===== config.mk =====
export PLATFORM = sky130hd
export DESIGN_NAME = vga_sync_gen
export DESIGN_NICKNAME = d
export VERILOG_FILES = /design/src/rtl/vga_sync_gen.sv
export SDC_FILE = /design/constraint.sdc
export NUM_CORES = 1
export LEC_CHECK = 0
export BUFFER_PORTS_ARGS = -buffer_cell sky130_fd_sc_hd__buf_2
export CORE_MARGIN = 2
export CORE_UTILIZATION = 40
export DETAILED_ROUTE_END_ITERATION = 8
export GPL_TIMING_DRIVEN = 0
export PLACE_DENSITY = 0.76
export SLEW_MARGIN = 20
export SYNTH_ARGS = -nofsm -noshare
export SYNTH_HDL_FRONTEND = slang
export SYNTH_SLANG_ARGS = --single-unit

===== constraint.sdc =====
create_clock -name clk -period 2.33 [get_ports clk]
set_input_delay 0.1165 -clock clk [delete_from_list [all_inputs] [get_ports clk]]
set_output_delay 0.1165 -clock clk [all_outputs]
set_load 0.005 [all_outputs]

===== src/rtl/vga_sync_gen.sv =====
// VGA raster timing (default 640x480@60): sync pulses, pixel coordinates, visible flag, pixel tick.
// Optional VGA_SYNC_RGB_OUT_EN adds a gated RGB output with hsync/vsync delayed one clk to line up.
module vga_sync_gen #(
    parameter int H_DISPLAY = 640,
    parameter int H_FRONT   = 16,
    parameter int H_SYNC    = 96,
    parameter int H_BACK    = 48,
    parameter int V_DISPLAY = 480,
    parameter int V_FRONT   = 10,
    parameter int V_SYNC    = 2,
    parameter int V_BACK    = 33,
    parameter int CLK_DIV   = 2,
    parameter bit SYNC_POL  = 1'b0
) (
    input  logic       clk,
    input  logic       rst,
`ifdef VGA_SYNC_RGB_OUT_EN
    input  logic [2:0] rgb_in,
    output logic [2:0] rgb_out,
`endif
    output logic       p_tick,
    output logic [9:0] pixel_x,
    output logic [9:0] pixel_y,
    output logic       video_on,
    output logic       hsync,
    output logic       vsync,
    output logic       frame_start
);

    // Totals must fit the 10-bit counters (<= 1024).
    localparam int H_TOTAL = H_DISPLAY + H_FRONT + H_SYNC + H_BACK;
    localparam int V_TOTAL = V_DISPLAY + V_FRONT + V_SYNC + V_BACK;
    localparam int DIV_W   = (CLK_DIV > 1) ? $clog2(CLK_DIV) : 1;

    localparam logic [DIV_W-1:0] DIV_LAST = DIV_W'(CLK_DIV - 1);
    localparam logic [9:0] H_LAST   = 10'(H_TOTAL - 1);
    localparam logic [9:0] V_LAST   = 10'(V_TOTAL - 1);
    localparam logic [9:0] H_VIS    = 10'(H_DISPLAY);
    localparam logic [9:0] V_VIS    = 10'(V_DISPLAY);
    localparam logic [9:0] HS_FIRST = 10'(H_DISPLAY + H_FRONT);
    localparam logic [9:0] HS_LAST  = 10'(H_DISPLAY + H_FRONT + H_SYNC - 1);
    localparam logic [9:0] VS_FIRST = 10'(V_DISPLAY + V_FRONT);
    localparam logic [9:0] VS_LAST  = 10'(V_DISPLAY + V_FRONT + V_SYNC - 1);

    logic [DIV_W-1:0] r_div;
    logic [9:0]       r_h;
    logic [9:0]       r_v;
    logic             r_p_tick;
    logic             r_video_on;
    logic             r_hsync;
    logic             r_vsync;
    logic             r_frame_start;

    logic             w_tick;
    logic             w_h_wrap;
    logic             w_v_wrap;
    logic [DIV_W-1:0] w_div_nxt;
    logic [9:0]       w_h_nxt;
    logic [9:0]       w_v_nxt;
    logic             w_von_nxt;
    logic             w_hs_nxt;
    logic             w_vs_nxt;

    always_comb begin
        w_tick    = (r_div == DIV_LAST);
        w_h_wrap  = (r_h == H_LAST);
        w_v_wrap  = (r_v == V_LAST);
        w_div_nxt = w_tick ? '0 : r_div + DIV_W'(1);
        w_h_nxt   = r_h;
        w_v_nxt   = r_v;
        if (w_tick) begin
            w_h_nxt = w_h_wrap ? 10'd0 : r_h + 10'd1;
            if (w_h_wrap) begin
                w_v_nxt = w_v_wrap ? 10'd0 : r_v + 10'd1;
            end
        end
    end

    // Flags are decoded from the next-state position so they register on the same edge as the coordinates.
    always_comb begin
        w_von_nxt = (w_h_nxt < H_VIS) && (w_v_nxt < V_VIS);
        w_hs_nxt  = ((w_h_nxt >= HS_FIRST) && (w_h_nxt <= HS_LAST)) ? SYNC_POL : ~SYNC_POL;
        w_vs_nxt  = ((w_v_nxt >= VS_FIRST) && (w_v_nxt <= VS_LAST)) ? SYNC_POL : ~SYNC_POL;
    end

    // p_tick is high in the clk that begins each new pixel period.
    always_ff @(posedge clk) begin
        if (rst) begin
            r_div         <= '0;
            r_h           <= '0;
            r_v           <= '0;
            r_p_tick      <= 1'b0;
            r_video_on    <= 1'b0;
            r_hsync       <= ~SYNC_POL;
            r_vsync       <= ~SYNC_POL;
            r_frame_start <= 1'b0;
        end else begin
            r_div         <= w_div_nxt;
            r_h           <= w_h_nxt;
            r_v           <= w_v_nxt;
            r_p_tick      <= w_tick;
            r_video_on    <= w_von_nxt;
            r_hsync       <= w_hs_nxt;
            r_vsync       <= w_vs_nxt;
            r_frame_start <= w_tick & w_h_wrap & w_v_wrap;
        end
    end

`ifdef VGA_SYNC_RGB_OUT_EN
    logic       r_hsync_d;
    logic       r_vsync_d;
    logic [2:0] r_rgb;

    always_ff @(posedge clk) begin
        if (rst) begin
            r_hsync_d <= ~SYNC_POL;
            r_vsync_d <= ~SYNC_POL;
            r_rgb     <= 3'b000;
        end else begin
            r_hsync_d <= r_hsync;
            r_vsync_d <= r_vsync;
            r_rgb     <= r_video_on ? rgb_in : 3'b000;
        end
    end

    assign rgb_out = r_rgb;
    assign hsync   = r_hsync_d;
    assign vsync   = r_vsync_d;
`else
    assign hsync   = r_hsync;
    assign vsync   = r_vsync;
`endif

    assign p_tick      = r_p_tick;
    assign pixel_x     = r_h;
    assign pixel_y     = r_v;
    assign video_on    = r_video_on;
    assign frame_start = r_frame_start;

endmodule


### Word level (Yosys, flattened, before mapping)

Cells that the tools add are included.

| word-level totals | value |
|---|---|
| bits in registers | 26 |
| input port bits | 2 |

| cells by class | value |
|---|---|
| add/subtract/negate cells | 3 |
| magnitude comparators | 6 |
| eq/ne operators | 2 |
| muxes and demuxes | 7 |
| bitwise gates (word level) | 2 |
| reduce and logical (&&, ||, !) cells | 4 |

Operator list:

| operator | number |
|---|---|
| $mux 10 | 5 |
| $add 10x1->10 const B | 2 |
| $eq 10x10->1 const B | 2 |
| $ge 10x10->1 const B | 1 |
| $ge 10x9->1 const B | 1 |
| $le 10x10->1 const B | 1 |
| $le 10x9->1 const B | 1 |
| $lt 10x10->1 const B | 1 |
| $lt 10x9->1 const B | 1 |
| $logic_and 1x1->1 | 3 |
| $and 1x1->1 | 2 |
| $mux 1 | 2 |
| $reduce_or 2->1 | 1 |
| $add 1x1->1 const B | 1 |

### Longest topological paths before layout

| logic depth | value |
|---|---|
| depth after elaboration | 7 |
| gate-level depth with buffers | 8 |

### Worst setup path before layout

No wires, ideal clock.

| timing | value |
|---|---|
| path type | register to register |
| from | register r_v[0], in the netlist pixel_y[0] |
| to | register r_vsync, in the netlist vsync |
| arrival | 2.373 ns |
| data required time | 2.196 ns |
| setup slack | -0.177 ns |
| cell stages (with the launch flop) | 8 |
| path buffers | 0 |
| clock period less this slack | 2.507 ns |
| cells stage by stage | dfxtp_1 inv_1 ha_1 or4b_1 nor4_1 and2_2 o211ai_1 or4b_1 |

| on the way | value |
|---|---|
| cells in the longest elaborated chain, start to end | 7 |
| elaborated cells between the ends (all ways) | 9 |
| classes of those cells | 1 x add/sub; 2 x order compare; 1 x eq/ne; 4 x mux; 1 x reduce/logical |

Ends and longest elaborated chain:

| element | RTL line | RTL |
|---|---|---|
| start, declared | 47 | `logic [9:0] r_v;` |
| start signal, assigned | 100 | `r_v <= w_v_nxt;` |
| $add 10x1->10 / $eq 10x10->1 (equally long branches) | 74, 67 |  |
| $mux 10 | 74 | `w_v_nxt = w_v_wrap ? 10'd0 : r_v + 10'd1;` |
| $mux 10 | 73 | `if (w_h_wrap) begin` |
| $mux 10 (*) | 71 | `if (w_tick) begin` |
| $ge 10x9->1 / $le 10x9->1 (equally long branches) | 83 | `w_vs_nxt = ((w_v_nxt >= VS_FIRST) && (w_v_nxt <= VS_LAST)) ? SYNC_POL : ~SYNC_POL;` |
| $logic_and 1x1->1 (*) | 83 |  |
| $mux 1 (*) | 83 |  |
| end signal, assigned | 95 | `r_vsync <= ~SYNC_POL;` |
| end signal, assigned | 104 | `r_vsync <= w_vs_nxt;` |
| end, declared | 51 | `logic r_vsync;` |

Mark *: on every way between the ends. The rest lies on a longest branch, timed or not.
A chain may end at the register's enable or synchronous reset.

### Worst setup path after layout

| timing | value |
|---|---|
| from | register r_h[7], in the netlist pixel_x[7] |
| to | register r_vsync, in the netlist vsync |

| on the way | value |
|---|---|
| cells in the longest elaborated chain, start to end | 6 |
| elaborated cells between the ends (all ways) | 7 |
| classes of those cells | 2 x order compare; 1 x eq/ne; 3 x mux; 1 x reduce/logical |

Ends and longest elaborated chain:

| element | RTL line | RTL |
|---|---|---|
| start, declared | 46 | `logic [9:0] r_h;` |
| start signal, assigned | 99 | `r_h <= w_h_nxt;` |
| $eq 10x10->1 (*) | 66 | `w_h_wrap = (r_h == H_LAST);` |
| $mux 10 (*) | 73 |  |
| $mux 10 (*) | 71 |  |
| $ge 10x9->1 / $le 10x9->1 (equally long branches) | 83 |  |
| $logic_and 1x1->1 (*) | 83 |  |
| $mux 1 (*) | 83 |  |

Marked as above.

==> results.txt <==
The tightest min-delay check is of the input pin to flip-flop type. The net switching power is approximately 160 uW. The final reports fail on negative setup slack. For this design, the slowest cell found on the critical path is sky130_fd_sc_hd__or4_4. The combinational fraction of design power is just over 4%. The number of global-route vias before repair came out at around 1200. The site row count came out at 20. The die is 61.7 um tall. The total placed instance area came out at 0.00153 mm2. STA puts the critical path data arrival time at around 2.6 ns. The share of power burned in registers came out at between 50% and 60%. The final net count came out at about 210. The number of nets with antenna violations after detailed routing came out at 0. The clock network fraction of total power came out at between 30% and 40%. The number of antenna violations at the first check in global routing is 0. Including well taps, the total number of placed cells is between 200 and 250.

The internal power consumption is ~640 uW. After layout, the minimum clock period comes to 2.38 ns. The count of final setup violators came out at 1. The first-pass iteration count of the detailed router came out at 4. The worst setup path is captured at a flip-flop.

The worst vdd rail ir drop is 0.343 mV. Setup repair after global routing could not meet its margin everywhere. The peak clock frequency supported by timing is between 0.4 and 0.5 GHz. Across all setup checks in the final design, the least slack found is -0.0458 ns. The number of vias after detailed routing is between 1000 and 1500.

The share of the synthesized area in the top cell type came out at between 30% and 40%. The final worst hold slack is ~0.55 ns. The ratio of cells with drive above 1 in the final layout came out at between 30% and 40%. At the pin with the least slew margin, the transition time is around 0.47 ns. The number of levels in the clock H-tree is 1. The share of the core filled with cells in the final layout is around 56%. The highest layer touched by signal routing is met4. The critical path in this run is classified as flip-flop to flip-flop. Clock latency on the worst-skew pair, taken at its later pin, is about 0.32 ns. The commonest cells after synthesis are sky130_fd_sc_hd__dfxtp_1 (26), sky130_fd_sc_hd__nor2_1 (16), sky130_fd_sc_hd__nand2_1 (15). The power consumption came out at 795 uW. For this run, the register share of the synthesized area comes to between 30% and 40%. The worst setup path is launched from a flip-flop. The maximum root-to-sink buffer count came out at 2.

The number of pins with negative max-slew slack in the final report is 0. The sum of routed wire length over all layers is about 3200 um. The average size of a mapped cell came out at 8.27 um2. The count of buffers from port buffering is 26.

The detailed router finished its first iteration with around 100 violations. The routed wirelength normalized by instance count is between 10 and 15 um. The number of ports placed on the die boundary came out at 27. The core outline area came out at 0.00310 mm2. The share of synthesized flip-flops with an asynchronous set or reset is 0%. The simple-gate share of the synthesized area came out at a little over a third. At the end of routability-driven placement, the weighted congestion stood at approximately 0.83. Yosys attributes the largest share of cell area to sky130_fd_sc_hd__dfxtp_1 (39%), sky130_fd_sc_hd__nor2_1 (4.5%), sky130_fd_sc_hd__nand2_1 (4.2%).

Summed over all instances, the cell type with the most area after synthesis is sky130_fd_sc_hd__dfxtp_1. The total number of yosys warnings came out at 0. The number of enable flip-flop cells after synthesis came out at 0.

Counting distinct cell types in the post-synthesis netlist gives 39. In this run the cell area of the synthesized design comes to 0.00133 mm2. The endpoint required time on the critical path is ~2.5 ns.

Counting the buffers created by CTS gives 3. Net switching is a little under 20% of the power. The final critical path takes up 102% of the cycle. The post-route met1 wirelength is 1430 um. The sum of negative setup slack came out at -0.0458 ns. The die covers 0.00381 mm2.

TritonCTS built the clock tree. The most numerous cell in the Yosys netlist is sky130_fd_sc_hd__dfxtp_1. The global-route usage over all layers came out at a little under a fifth. Among all flip-flop cells after synthesis, the most frequent one is sky130_fd_sc_hd__dfxtp_1. The worst slew slack as a fraction of its limit is ~69%. The adder-cell share of the synthesized area is about 2.8%. The register bit count reported by yosys is 26. The number of sinks handled by clock tree synthesis is 26. By area, the combinational part of the netlist is dominated by simple AND/OR/NAND/NOR gates. For this run, design rule violations remaining after detail routing come to 0.

Dividing total power by cell area gives a power density of roughly 460 mW/mm2. The leakage power is between 0.6 and 0.7 nW. The largest net degree at the start of global routing is 16.

The root buffer cell chosen for the clock tree is sky130_fd_sc_hd__clkbuf_4. The die width is 61.7 um. The fraction of synthesized cell area in xor and xnor cells came out at slightly above 7%. The share of synthesized area spent on multiplexers came out at 0%. The worst slack at placement came out at -0.469 ns.

The area growth from synthesis to layout is 31.2%. The total of max-cap violations came out at 0. The met3 wirelength from detailed routing is approximately 240 um. The final count of hold timing violations is 0. The sum of buffers and inverters on the critical path is 0. The finished cells cover 0.00175 mm2. The total inserted antenna cells is 0. The wire length of the first global-routing pass is ~5300 um. The flow ran to the end, but the final reports show violations. Using the TritonRoute via totals, the vias-per-cell ratio works out to approximately 5.4. The clock transition at the registers of the reported paths is 0.14 ns. Excluding fillers, the count of instances in the completed layout stands at about 250. The complex-gate fraction of the synthesized area came out at a little under an eighth. Summed over all nets, wire length on met2 after detailed routing comes to between 1500 and 2000 um.

The effective utilization at floorplan is 42.9%. The half-perimeter wire length of the detailed placement result came out at 2190 um. The worst reg-to-reg setup slack is -0.05 ns. For this run, the slowest stage of the critical path takes between 0.4 and 0.5 ns. The post-synthesis instance total is roughly 160. Among cell families on the critical path, the largest total delay comes from simple AND/OR/NAND/NOR gates. The maximum fanout along the worst path is 6. The aggregate global routing overflow is 0. The synthesized netlist net count is 166. Across the routed clock network, the largest skew measured is about 0.0046 ns. The signal on the critical path passes through or3_4 > or4_4 > o31a_1 > nor2_2 > o211ai_1 > or4b_1.
## cells in the final DEF, fill, tap and decap left out, drive strengths merged, types with 3 or more instances in the layout
master	netlist	routed
a21oi	10	10
and2	3	3
buf	1	37
clkbuf	5	8
dfxtp	26	26
ha	3	3
inv	3	3
nand2	15	15
nand2b	5	5
nand3	10	10
nand4	5	5
nor2	16	16
nor3	9	9
nor4	6	6
o21ai	6	6
or3	4	4
or4	3	3
xnor2	5	5
xor2	6	6
## kinds of logic (layout without fill, tap and decap cells)
family	Yosys count	in the layout
adder cells (fa/ha/maj)	3	3
flip-flops	26	26
AO/OA/AOI/OAI	25	25
buffers and inverters	9	50
XOR/XNOR	11	11
AND/OR/NAND/NOR	87	87
## power groups by stage
| stage | logic, mW | registers (mW) | clock network [mW] |
|---|---|---|---|
| detailed placement | 0.0243 | 0.464 | 0 |
| CTS | 0.0307 | 0.452 | 0.321 |
| finish | 0.0325 | 0.452 | 0.310 |
| floorplan | 0.0140 | 0.464 | 0 |
| global placement | 0.0241 | 0.464 | 0 |
| global route | 0.0372 | 0.454 | 0.340 |
## repair_timing
action	in CTS	in global routing
endpoints found under the hold margin	0	1
pin swaps	8	1
hold buffers	0	1
cloned	0	0
resized for setup	15	6
setup endpoints to repair	6	4
buffers inserted	11	0
## final timing paths
kind,from,endpoint,depth (start not counted)
worst max-delay path,pixel_x[7],vsync,6
worst min-delay path,rst,p_tick,3
worst max register to register,pixel_x[7],vsync,6
worst min register to register,pixel_y[3],pixel_y[3],2
## area by class of cell
cell class	instances	area, um2
fillers	300	1360
inverters	3	11.3
multi-input cells	126	853
well taps	44	55.1
clock inverters	1	30.0
flip-flops and latches	26	536
repair buffers	38	219
clock buffers	3	22.5
plain buffers	5	20.0
## layer usage
metal / GRT usage (%) / up-vias
met5: 0 / -
met4: 3.95 / 0
met3: 4.35 / 4
met2: 31.9 / 47
met1: 23.5 / 604
li1: - / 662
## state kept, by name, summed over array words and instances (netlist names)
signal,count
hsync,1
pixel_x,10
frame_start,1
pixel_y,10
vsync,1
video_on,1
r_div,1
p_tick,1
## worst register-to-register path: stages, from the launching register on
cell	delay, ns
sky130_fd_sc_hd__dfxtp_4	0.37
sky130_fd_sc_hd__or3_4	0.40
sky130_fd_sc_hd__or4_4	0.48
sky130_fd_sc_hd__o31a_1	0.30
sky130_fd_sc_hd__nor2_2	0.13
sky130_fd_sc_hd__o211ai_1	0.11
sky130_fd_sc_hd__or4b_1	0.46
Power figures use the tool's default switching activity.
